`config.mk`:
```
export PLATFORM = sky130hd
export DESIGN_NAME = rdma_rc_pdu_classify
export DESIGN_NICKNAME = d
export VERILOG_FILES = /design/src/rtl/rdma_rc_pkg.sv /design/src/rtl/rdma_rc_sat_cnt.sv /design/src/rtl/rdma_rc_pdu_classify.sv
export SDC_FILE = /design/constraint.sdc
export NUM_CORES = 1
export LEC_CHECK = 0
export ABC_AREA = 1
export BUFFER_PORTS_ARGS = -buffer_cell sky130_fd_sc_hd__clkbuf_2
export CAP_MARGIN = 20
export CORE_ASPECT_RATIO = 1.75
export CORE_UTILIZATION = 30
export DETAILED_ROUTE_END_ITERATION = 10
export HOLD_SLACK_MARGIN = 0.12
export PLACE_DENSITY_LB_ADDON = 0.15
export REMOVE_ABC_BUFFERS = 1
export SLEW_MARGIN = 20
export SYNTH_ARGS = -nofsm -noshare
export SYNTH_HDL_FRONTEND = slang
export SYNTH_SLANG_ARGS = --single-unit
export TNS_END_PERCENT = 30
```
`constraint.sdc`:
```
create_clock -name clk -period 4.14 [get_ports clk]
set_input_delay 0.414 -clock clk [delete_from_list [all_inputs] [get_ports clk]]
set_output_delay 0.414 -clock clk [all_outputs]
set_load 0.01 [all_outputs]
```
`src/rtl/rdma_rc_pkg.sv`:
```
// Shared encodings for the RC receive path: QP states, BTH opcodes/fields and
// the classifier FSM states.
package rdma_rc_pkg;

   typedef enum logic [2:0] {
      QPS_RESET = 3'b000,
      QPS_INIT  = 3'b001,
      QPS_RTR   = 3'b010,
      QPS_RTS   = 3'b011,
      QPS_SQD   = 3'b100,
      QPS_SQE   = 3'b101,
      QPS_ERR   = 3'b110
   } qp_state_e;

   localparam logic [7:0] OPC_ACK = 8'h20;
   localparam logic [7:0] OPC_NAK = 8'h21;
   localparam logic [7:0] OPC_CNP = 8'h22;

   // Data opcodes occupy 0x00-0x1F: top three bits clear.
   localparam logic [7:0] OPC_DATA_MASK = 8'hE0;
   localparam logic [7:0] OPC_DATA_VAL  = 8'h00;

   typedef enum logic [2:0] {
      ST_IDLE,
      ST_HDR1,
      ST_HDR2,
      ST_BODY,
      ST_DROP
   } fsm_e;

   localparam int unsigned BTH_OPC_LSB  = 24;
   localparam int unsigned BTH_PKEY_LSB = 0;
   localparam int unsigned BTH_QPN_LSB  = 0;
   localparam int unsigned BTH_PSN_LSB  = 0;

   function automatic logic opc_is_data(input logic [7:0] opc);
      return (opc & OPC_DATA_MASK) == OPC_DATA_VAL;
   endfunction

   function automatic logic opc_is_ctrl(input logic [7:0] opc);
      return (opc == OPC_ACK) || (opc == OPC_NAK) || (opc == OPC_CNP);
   endfunction

endpackage

```
`src/rtl/rdma_rc_sat_cnt.sv`:
```
// Saturating up-counter; adds a small increment per cycle and sticks at all-ones.
module rdma_rc_sat_cnt #(
   parameter int unsigned WIDTH = 16,
   parameter int unsigned INC_W = 2
) (
   input  logic             clk,
   input  logic             rst_n,
   input  logic [INC_W-1:0] inc,
   output logic [WIDTH-1:0] cnt
);

   logic [WIDTH-1:0] cnt_q, cnt_d;
   logic [WIDTH:0]   sum;

   always_comb begin
      sum   = {1'b0, cnt_q} + {{(WIDTH + 1 - INC_W){1'b0}}, inc};
      cnt_d = sum[WIDTH] ? {WIDTH{1'b1}} : sum[WIDTH-1:0];
   end

   always_ff @(posedge clk or negedge rst_n) begin
      if (!rst_n) cnt_q <= '0;
      else        cnt_q <= cnt_d;
   end

   assign cnt = cnt_q;

endmodule

```
`src/rtl/rdma_rc_pdu_classify.sv`:
```
// RC receive BTH classifier: filters by dest QP, QP state and PSN, and emits one
// data/control pulse per accepted packet. Optional pkey filter: RDMA_RC_PKEY_CHECK_EN.
import rdma_rc_pkg::*;

module rdma_rc_pdu_classify #(
   parameter int unsigned QPN_WIDTH      = 24,
   parameter int unsigned DROP_CNT_WIDTH = 16,
   parameter logic [15:0] PKEY_DEFAULT   = 16'hFFFF
) (
   input  logic                      clk,
   input  logic                      rst_n,
   input  logic [QPN_WIDTH-1:0]      qp_num_cfg,
   input  logic [QPN_WIDTH-1:0]      psn_init_cfg,
   input  logic [2:0]                qp_state,
   input  logic                      s_valid,
   output logic                      s_ready,
   input  logic [31:0]               s_data,
   input  logic                      s_sop,
   input  logic                      s_eop,
   output logic [7:0]                pdu_opcode,
   output logic                      is_data_frame,
   output logic                      is_control_frame,
   output logic [QPN_WIDTH-1:0]      expected_psn,
   output logic                      psn_err,
   output logic [DROP_CNT_WIDTH-1:0] drop_cnt
);

   fsm_e                 state_q, state_d;
   logic [7:0]           opc_q, opc_d;
   logic [7:0]           pdu_opcode_q, pdu_opcode_d;
   logic                 is_data_q, is_data_d;
   logic                 is_ctrl_q, is_ctrl_d;
   logic                 psn_err_q, psn_err_d;
   logic [QPN_WIDTH-1:0] exp_psn_q, exp_psn_d;
   logic                 rts_prev_q, rts_prev_d;
   logic                 s_ready_q, s_ready_d;

   logic       xfer, emit, hdr_bad, psn_bad, pkey_bad, rts_now;
   logic [1:0] drop_add;

`ifdef RDMA_RC_PKEY_CHECK_EN
   logic [15:0] pkey_q, pkey_d;

   always_comb begin
      pkey_d = pkey_q;
      if (xfer && s_sop) pkey_d = s_data[BTH_PKEY_LSB +: 16];
   end

   always_ff @(posedge clk or negedge rst_n) begin
      if (!rst_n) pkey_q <= '0;
      else        pkey_q <= pkey_d;
   end

   assign pkey_bad = (pkey_q != PKEY_DEFAULT);
`else
   logic unused_pkey;
   assign unused_pkey = ^PKEY_DEFAULT;
   assign pkey_bad    = 1'b0;
`endif

   assign rts_now = (qp_state == QPS_RTS);

   always_comb begin
      xfer      = s_valid & s_ready_q;
      state_d   = state_q;
      opc_d     = opc_q;
      emit      = 1'b0;
      hdr_bad   = 1'b0;
      psn_bad   = 1'b0;
      drop_add  = 2'd0;
      psn_err_d = 1'b0;
      s_ready_d = 1'b1;

      if (xfer) begin
         if (s_sop) begin
            // A sop anywhere restarts parsing; an open packet is abandoned as a drop.
            if (state_q != ST_IDLE) drop_add = drop_add + 2'd1;
            opc_d = s_data[BTH_OPC_LSB +: 8];
            if (s_eop) begin
               drop_add = drop_add + 2'd1;
               state_d  = ST_IDLE;
            end else begin
               state_d  = ST_HDR1;
            end
         end else begin
            case (state_q)
               ST_IDLE: state_d = ST_IDLE;
               ST_HDR1: begin
                  if (s_eop) begin
                     drop_add = 2'd1;
                     state_d  = ST_IDLE;
                  end else if (s_data[BTH_QPN_LSB +: QPN_WIDTH] != qp_num_cfg || pkey_bad) begin
                     state_d  = ST_DROP;
                  end else begin
                     state_d  = ST_HDR2;
                  end
               end
               ST_HDR2: begin
                  hdr_bad   = !(opc_is_data(opc_q) || opc_is_ctrl(opc_q)) || !rts_now;
                  psn_bad   = !hdr_bad && opc_is_data(opc_q) &&
                              (s_data[BTH_PSN_LSB +: QPN_WIDTH] != exp_psn_q);
                  psn_err_d = psn_bad;
                  if (hdr_bad || psn_bad) begin
                     if (s_eop) begin
                        drop_add = 2'd1;
                        state_d  = ST_IDLE;
                     end else begin
                        state_d  = ST_DROP;
                     end
                  end else if (s_eop) begin
                     emit    = 1'b1;
                     state_d = ST_IDLE;
                  end else begin
                     state_d = ST_BODY;
                  end
               end
               ST_BODY: begin
                  if (s_eop) begin
                     emit    = 1'b1;
                     state_d = ST_IDLE;
                  end
               end
               ST_DROP: begin
                  if (s_eop) begin
                     drop_add = 2'd1;
                     state_d  = ST_IDLE;
                  end
               end
               default: state_d = ST_IDLE;
            endcase
         end
      end

      is_data_d    = emit & opc_is_data(opc_q);
      is_ctrl_d    = emit & opc_is_ctrl(opc_q);
      pdu_opcode_d = emit ? opc_q : pdu_opcode_q;

      // Entering RTS reloads the PSN and wins over a coincident data emit.
      rts_prev_d = rts_now;
      exp_psn_d  = exp_psn_q;
      if (rts_now && !rts_prev_q) exp_psn_d = psn_init_cfg;
      else if (is_data_d)         exp_psn_d = exp_psn_q + 1'b1;
   end

   always_ff @(posedge clk or negedge rst_n) begin
      if (!rst_n) begin
         state_q      <= ST_IDLE;
         opc_q        <= '0;
         pdu_opcode_q <= '0;
         is_data_q    <= 1'b0;
         is_ctrl_q    <= 1'b0;
         psn_err_q    <= 1'b0;
         exp_psn_q    <= '0;
         rts_prev_q   <= 1'b0;
         s_ready_q    <= 1'b0;
      end else begin
         state_q      <= state_d;
         opc_q        <= opc_d;
         pdu_opcode_q <= pdu_opcode_d;
         is_data_q    <= is_data_d;
         is_ctrl_q    <= is_ctrl_d;
         psn_err_q    <= psn_err_d;
         exp_psn_q    <= exp_psn_d;
         rts_prev_q   <= rts_prev_d;
         s_ready_q    <= s_ready_d;
      end
   end

   rdma_rc_sat_cnt #(
      .WIDTH (DROP_CNT_WIDTH),
      .INC_W (2)
   ) u_drop_cnt (
      .clk   (clk),
      .rst_n (rst_n),
      .inc   (drop_add),
      .cnt   (drop_cnt)
   );

   assign s_ready          = s_ready_q;
   assign pdu_opcode       = pdu_opcode_q;
   assign is_data_frame    = is_data_q;
   assign is_control_frame = is_ctrl_q;
   assign psn_err          = psn_err_q;
   assign expected_psn     = exp_psn_q;

endmodule

```
==> results of run 1 <==
[layer usage]
layer | share of wire | global-route usage | routed length [µm]
met1 | 0.39 | 0.1979 | 5165
met2 | 0.53 | 0.3438 | 7000
met3 | 0.057 | 0.04309 | 750
met4 | 0.021 | 0.06014 | 278
met5 | 0 | 0 | 0
[Yosys cell counts]
cell / instances / share of area
a21boi_0: 2 / 0.0035
a21o_1: 1 / 0.0017
a21oi_1: 5 / 0.0058
a22oi_1: 1 / 0.0017
a41oi_1: 1 / 0.0020
buf_1: 1 / 0.00087
buf_2: 2 / 0.0023
buf_6: 3 / 0.0078
clkbuf_1: 6 / 0.0052
conb_1: 1 / 0.00087
dfrtp_1: 64 / 0.37
fa_1: 1 / 0.0046
ha_1: 4 / 0.012
inv_1: 79 / 0.069
inv_2: 7 / 0.0061
mux2_2: 1 / 0.0026
nand2_1: 249 / 0.22
nand2_2: 2 / 0.0029
nand2_4: 1 / 0.0026
nand3_1: 47 / 0.054
nand3_2: 3 / 0.0069
nand3_4: 1 / 0.0041
nand3b_1: 1 / 0.0017
nand4_1: 11 / 0.016
nor2_1: 43 / 0.037
nor2_2: 4 / 0.0058
nor2_4: 1 / 0.0026
nor3_1: 9 / 0.010
nor4_1: 3 / 0.0043
o21ai_0: 40 / 0.046
o21ai_1: 2 / 0.0023
or2_2: 8 / 0.012
xnor2_1: 18 / 0.036
xor2_1: 21 / 0.043
[power breakdown]
group | internal, mW | total, mW | leakage [nW] | switching (mW)
Sequential | 0.731 | 0.896 | 0.845 | 0.165
Combinational | 0.263 | 0.614 | 2.02 | 0.351
Clock | 0.546 | 0.848 | 0.159 | 0.302
Total | 1.54 | 2.36 | 3.03 | 0.819
[worst max-delay path: stages, from the launching register on]
cell and delay, ns:
dfrtp_1 0.47, inv_2 0.14, nand2_1 0.06, nand2_1 0.06, nor2_1 0.06, nand2_1 0.09, nor2_1 0.05, nand3_1 0.11
nand2_2 0.08, nand2_1 0.06, nand2_1 0.06, a41oi_1 0.18, ha_1 0.19, inv_1 0.06, fa_1 0.39, nor2_1 0.21
nand4_1 0.14, nor2_1 0.17, inv_1 0.07, nor2_1 0.20, nand2_1 0.17, a21boi_0 0.15, o21ai_0 0.09
[area by class of cell]
cell class                      count  area [µm²]
Fill cell                        1547        8443
Multi-Input combinational cell    481        2332
Sequential cell                    64        1602
Timing Repair Buffer              143       728.2
Inverter                           86       322.8
Clock buffer                       10       239.0
Tap cell                          177       221.5
Clock inverter                      6       90.09
[cells in the final DEF, fill, tap and decap left out, types with 2 or more instances in the layout]
cell / count
a21boi_0: 2
a21oi_1: 5
buf_4: 3
bufinv_16: 2
clkbuf_16: 9
clkbuf_2: 138
dfrtp_1: 64
ha_1: 4
inv_1: 79
inv_2: 7
nand2_1: 249
nand2_2: 2
nand3_1: 47
nand3_2: 3
nand4_1: 11
nor2_1: 42
nor2_2: 5
nor3_1: 9
nor4_1: 3
o21ai_0: 40
o21ai_1: 2
or2_2: 8
xnor2_1: 18
xor2_1: 21
[cell families (layout without fill, tap and decap cells)]
logic type | count (synthesis) | count (layout) | synth area share
simple gates | 383 | 383 | 0.3767
fa+ha+maj | 5 | 5 | 0.01620
mux | 1 | 1 | 0.002604
xor+xnor | 39 | 39 | 0.07899
buf+inv | 98 | 245 | 0.09085
flops | 64 | 64 | 0.3704
other cells | 1 | 1 | 0.0008672
compound gates | 52 | 52 | 0.06337
[how the worst max path moves through the flow]
stage | from | endpoint | depth (start not counted)
2_1_floorplan | s_sop | u_drop_cnt.cnt[14] | 15
3_3_place_gp | expected_psn[18] | u_drop_cnt.cnt[14] | 22
3_5_place_dp | s_data[1] | u_drop_cnt.cnt[14] | 23
4_1_cts | expected_psn[18] | u_drop_cnt.cnt[14] | 22
5_1_grt | expected_psn[19] | u_drop_cnt.cnt[14] | 22
6_report | expected_psn[18] | u_drop_cnt.cnt[13] | 22
[repair_timing]
action / in CTS / in global routing
buffers inserted: 0 / 0
hold buffers: 1 / 0
hold endpoints to repair: 22 / 0
[state kept, by name, summed over array words and instances (netlist names), 3 cells and up]
register        count
opc_q               8
state_q             3
expected_psn       24
pdu_opcode          8
u_drop_cnt.cnt     16
==> flow_metrics.py, run 1 <==
metrics = {
    "setup_path": {
        "r2r_start": "expected_psn[18]",
        "rr_endpoint": "u_drop_cnt.cnt[13]",
        "worst-setup-path-type": "reg2reg",
        "rrSetupSlack_ns": 0.78,
        "critPathLaunchType": "flip-flop",
        "r2r.worst_path.cells": 22,
        "cp.required_ns": 4.38,
        "crit_fanout": 6,
        "cp-end-kind": "flip-flop",
        "critPathArrivalTime_ns": 3.61,
    },
    "final_layout": {
        "final_cells": 967,
        "post-route-util": 0.3960,
        "drive_gt1_frac": 0.2367,
        "fin_nets": 878,
        "antennaDiodeCount": 0,
        "area_delta_synth_final_pct": 28.01,
        "final_area_um2": 5535,
    },
    "clock_tree": {
        "cts.clk_slew.worst_paths_ns": 0.06,
        "cts_tree": "built",
        "htree_levels": 3,
        "clockBufferDepth": 2,
        "clockRootBuffer": "clkbuf_16",
        "cts_sinks": 64,
        "cts_buffers": 9,
        "clk_latency_ns": 0.34,
        "post_cts_resized": 0,
    },
    "route": {
        "drtIter0Drc": 168,
        "drc": 0,
        "viasPerCell": 4.564,
        "drt_wl_total_um": 13190,
        "wl_per_cell_um": 13.64,
        "ant_nets": 0,
        "drtPass1Iterations": 4,
        "vias": 4413,
    },
    "die": {
        "ios": 140,
        "core_um2": 13980,
        "start_util": 0.3093,
        "rows": 57,
        "die_h_um": 160.8,
        "fp.dieW_um": 92.76,
        "die-area_um2": 14920,
    },
    "grt": {
        "grt_antenna_before_repair": 0,
        "grt_pass1_wl_um": 21380,
        "grt_start_max_net_pins": 43,
        "track_usage": 0.1834,
        "grt-ovfl-total": 0,
        "grt_pass1_vias": 4534,
    },
    "worst_hold_path": {
        "hold_class": "in2reg",
        "min_from": "qp_state[2]",
        "hold_depth": 2,
        "holdPathEnd": "rts_prev_q",
    },
    "placed_design": {
        "dpl.hpwl_um": 10200,
        "placed_area_um2": 5196,
        "port-buffer-count": 139,
        "place_inst": 950,
        "gp_congestion": 0.8530,
        "place_ws_ns": 0.7077,
    },
    "logic_synthesis": {
        "synthesis.area_um2": 4324,
        "synth_cell_types": 34,
        "yosys_register_bits": 64,
        "yosysWarningCount": 0,
        "synth_area_per_cell_um2": 6.725,
        "ys_seq_area_frac": 0.3704,
        "syn_inst": 643,
    },
    "sta": {
        "max_clock_freq_mhz": 297.5,
        "finalCritPeriodShare": 0.8120,
        "fin_ws_ns": 0.7784,
        "hold_viol": 0,
        "slew_headroom": 0.5399,
        "max_slew.worst_pin.slew_ns": 0.6891,
        "holdWs_ns": 0.2332,
        "setup_viol": 0,
        "fin_crit_ns": 3.362,
        "setup_tns_ns": 0,
        "rsz0062_at_grt": "false",
        "worst_clock_skew_ns": 0.01052,
        "slew_viol_final": 0,
    },
    "job": {
        "max-cap-violations": 0,
    },
    "power_and_ir_drop": {
        "leakage_nw": 3.025,
        "powerDensity_nw_per_um2": 426.0,
        "finalPower_mw": 2.358,
        "ir_worst_vdd_uv": 193.7,
    },
    "run_status": {
        "status": "finished, final reports clean",
    },
}
Power figures use the tool's default switching activity.
==> inputs of run 2 (changes only) <==
ABC_AREA = 0   (was 1)
clock period = 2.85 ns   (was 4.14 ns; I/O delays follow)
==> flow_metrics.py, run 2 <==
metrics = {
    "sta": {
        "worst_clock_skew_ns": 0.008715,
        "hold_viol": 0,
        "max_slew.worst_pin.slew_ns": 0.6389,
        "setup_tns_ns": 0,
        "finalCritPeriodShare": 0.9691,
        "setup_viol": 0,
        "rsz0062_at_grt": "true",
        "fin_crit_ns": 2.762,
        "slew_viol_final": 0,
        "max_clock_freq_mhz": 362.1,
        "holdWs_ns": 0.1547,
        "slew_headroom": 0.5741,
    },
    "logic_synthesis": {
        "synthesis.area_um2": 4173,
        "synth_area_per_cell_um2": 9.419,
        "yosys_register_bits": 64,
        "yosysMostFrequentCell": "dfrtp_1",
        "synth_common_cells": "64 x dfrtp_1, 50 x nand2_1, 44 x xor2_1",
        "syn_inst": 443,
        "yosysTopAreaCellShare": 0.3838,
        "yosysWarningCount": 0,
        "async_reset_ff_frac": 1.000,
        "netlist_top_cells_area": "dfrtp_1 38%, xor2_1 9.2%, nand2_1 4.5%",
        "synth-main-ff-cell": "dfrtp_1",
        "synth_cell_types": 56,
        "synth.largest_area_cell": "dfrtp_1",
        "synth_edf_count": 0,
        "ys_seq_area_frac": 0.3838,
    },
    "grt": {
        "grt-ovfl-total": 0,
        "grt_antenna_before_repair": 0,
        "grt_pass1_vias": 4103,
        "grt_pass1_wl_um": 21190,
        "grt_start_max_net_pins": 29,
        "track_usage": 0.1919,
    },
    "setup_path": {
        "rrSetupSlack_ns": 0.09,
        "r2r.worst_path.cells": 14,
        "cp.required_ns": 3.06,
        "r2r_start": "expected_psn[13]",
        "rr_endpoint": "u_drop_cnt.cnt[15]",
        "cp-end-kind": "flip-flop",
        "crit_fanout": 3,
        "crit_path_end": "u_drop_cnt.cnt[15]",
        "worst-setup-path-type": "reg2reg",
        "critPathLaunchType": "flip-flop",
        "cp-startpoint": "expected_psn[13]",
        "critPathArrivalTime_ns": 2.98,
    },
    "final_layout": {
        "largest_reg_flops": 24,
        "layout_commonest_cell": "clkbuf_2",
        "final-seq-area_um2": 1603,
        "fin_nets": 717,
        "drive_gt1_frac": 0.4140,
        "area_delta_synth_final_pct": 38.59,
        "final_cell_mix": "138 x clkbuf_2, 63 x dfrtp_1, 51 x buf_4, 50 x nand2_1, 38 x xor2_1",
        "multi_input_area_um2": 2520,
        "antennaDiodeCount": 0,
        "fillers": 1399,
    },
    "die": {
        "die-area_um2": 14400,
        "start_util": 0.3102,
        "rows": 56,
        "fp.dieW_um": 91.15,
        "core_um2": 13450,
        "ios": 140,
        "die_h_um": 158.0,
    },
    "power_and_ir_drop": {
        "powerDensity_nw_per_um2": 516.6,
        "leakage_nw": 2.795,
        "ir_worst_vdd_uv": 283.6,
        "finalPower_mw": 2.988,
    },
    "route": {
        "drtIter0Drc": 65,
        "viasPerCell": 4.986,
        "ant_nets": 0,
        "drt_wl_total_um": 13400,
        "wl_per_cell_um": 16.71,
        "drc": 0,
        "drtPass1Iterations": 4,
        "vias": 3999,
    },
    "placed_design": {
        "port-buffer-count": 139,
        "gp_congestion": 0.8007,
        "dpl.hpwl_um": 10820,
    },
    "clock_tree": {
        "clockRootBuffer": "clkbuf_16",
        "clk_latency_ns": 0.33,
        "clockBufferDepth": 2,
        "cts_buffers": 9,
        "cts.clk_slew.worst_paths_ns": 0.06,
        "htree_levels": 3,
        "cts_sinks": 64,
        "cts_tree": "built",
    },
    "job": {
        "max-cap-violations": 0,
    },
    "worst_hold_path": {
        "hold_class": "in2reg",
    },
    "run_status": {
        "status": "finished, final reports clean",
    },
}
[run 2: cell count changes in the layout (fill, tap and decap cells not counted), sizes merged, moves of 21 or more]
cell	change
nand2	-202
inv	-72
buf	+48
o21ai	-35
nand3	-28
xor2	+23
mux2	+22
nor2	-21
[run 2: logic make-up (layout without fill, tap and decap cells)]
logic type                 Yosys count  in the layout  share of synthesized area
AOI/OAI and AO/OA                   57             57                     0.1014
adders and majority gates            5              5                    0.01679
xor gates and xnor gates            57             57                     0.1196
muxes                               30             30                    0.08606
buffers and inverters               36            221                    0.03898
other                                1              1                  0.0008987
DFF                                 64             64                     0.3838
and+or+nand+nor                    193            193                     0.2525
[run 2: repair_timing]
item	CTS	global route
endpoints found under the setup margin	4	16
setup buffers	1	1
pin swaps	6	11
resized for setup	3	19
hold buffers	1	0
endpoints found under the hold margin	23	0
[run 2: critical path, stage by stage (launching register included)]
cell	delay, ns
dfrtp_2	0.43
xor2_2	0.19
nor4_4	0.30
nand4_4	0.13
o32a_1	0.39
nand3_2	0.09
o21ai_2	0.05
ha_2	0.19
inv_2	0.05
fa_2	0.24
nor2_2	0.05
and3_1	0.16
nand2_1	0.06
nand2_1	0.05
mux2_4	0.27
[run 2: through the flow]
| step | util | instance area, µm² | instances | setup WS [ns] |
|---|---|---|---|---|
| after global placement | 0.3981 | 5355 | 785 | -0.009300 |
| after detailed placement | 0.3981 | 5355 | 785 | -0.04987 |
| after global routing | 0.4299 | 5783 | 802 | -0.04589 |
| after floorplan | - | 4066 | 422 | -0.06859 |
| final | 0.4299 | 5783 | 802 | 0.08799 |
| after CTS | 0.4219 | 5675 | 802 | 0.009148 |
[run 2: report_power, final]
part	total, mW	internal [mW]	switching [mW]
sequential	1.11	1.01	0.0996
combinational	0.771	0.354	0.417
clock	1.11	0.699	0.412
total	2.99	2.06	0.929
[run 2: worst min-delay path by stage]
| stage | from | to | slack (ns) | depth (start not counted) |
|---|---|---|---|---|
| after CTS | psn_init_cfg[1] | expected_psn[1] | 0.14 | 3 |
| after global placement | rst_n | pdu_opcode[0] | 0.35 | 1 |
| final | psn_init_cfg[1] | expected_psn[1] | 0.15 | 3 |
| after global routing | psn_init_cfg[4] | expected_psn[4] | 0.17 | 3 |
| after floorplan | rst_n | expected_psn[0] | -0.01 | 0 |
| after detailed placement | rst_n | pdu_opcode[0] | 0.34 | 1 |
[run 2: cell type report]
class / count / share of cell area
clock buffers: 11 / 0.04197
multi-input cells: 343 / 0.4357
inverters: 15 / 0.009736
clock inverters: 4 / 0.009520
well taps: 174 / 0.03765
flip-flops and latches: 64 / 0.2772
repair buffers: 191 / 0.1882
[run 2: metal layers]
metal / wire (µm) / global-route usage
met1: 5030 / 0.1958
met2: 7384 / 0.3759
met3: 557 / 0.03122
met4: 428 / 0.08919
met5: 0 / 0
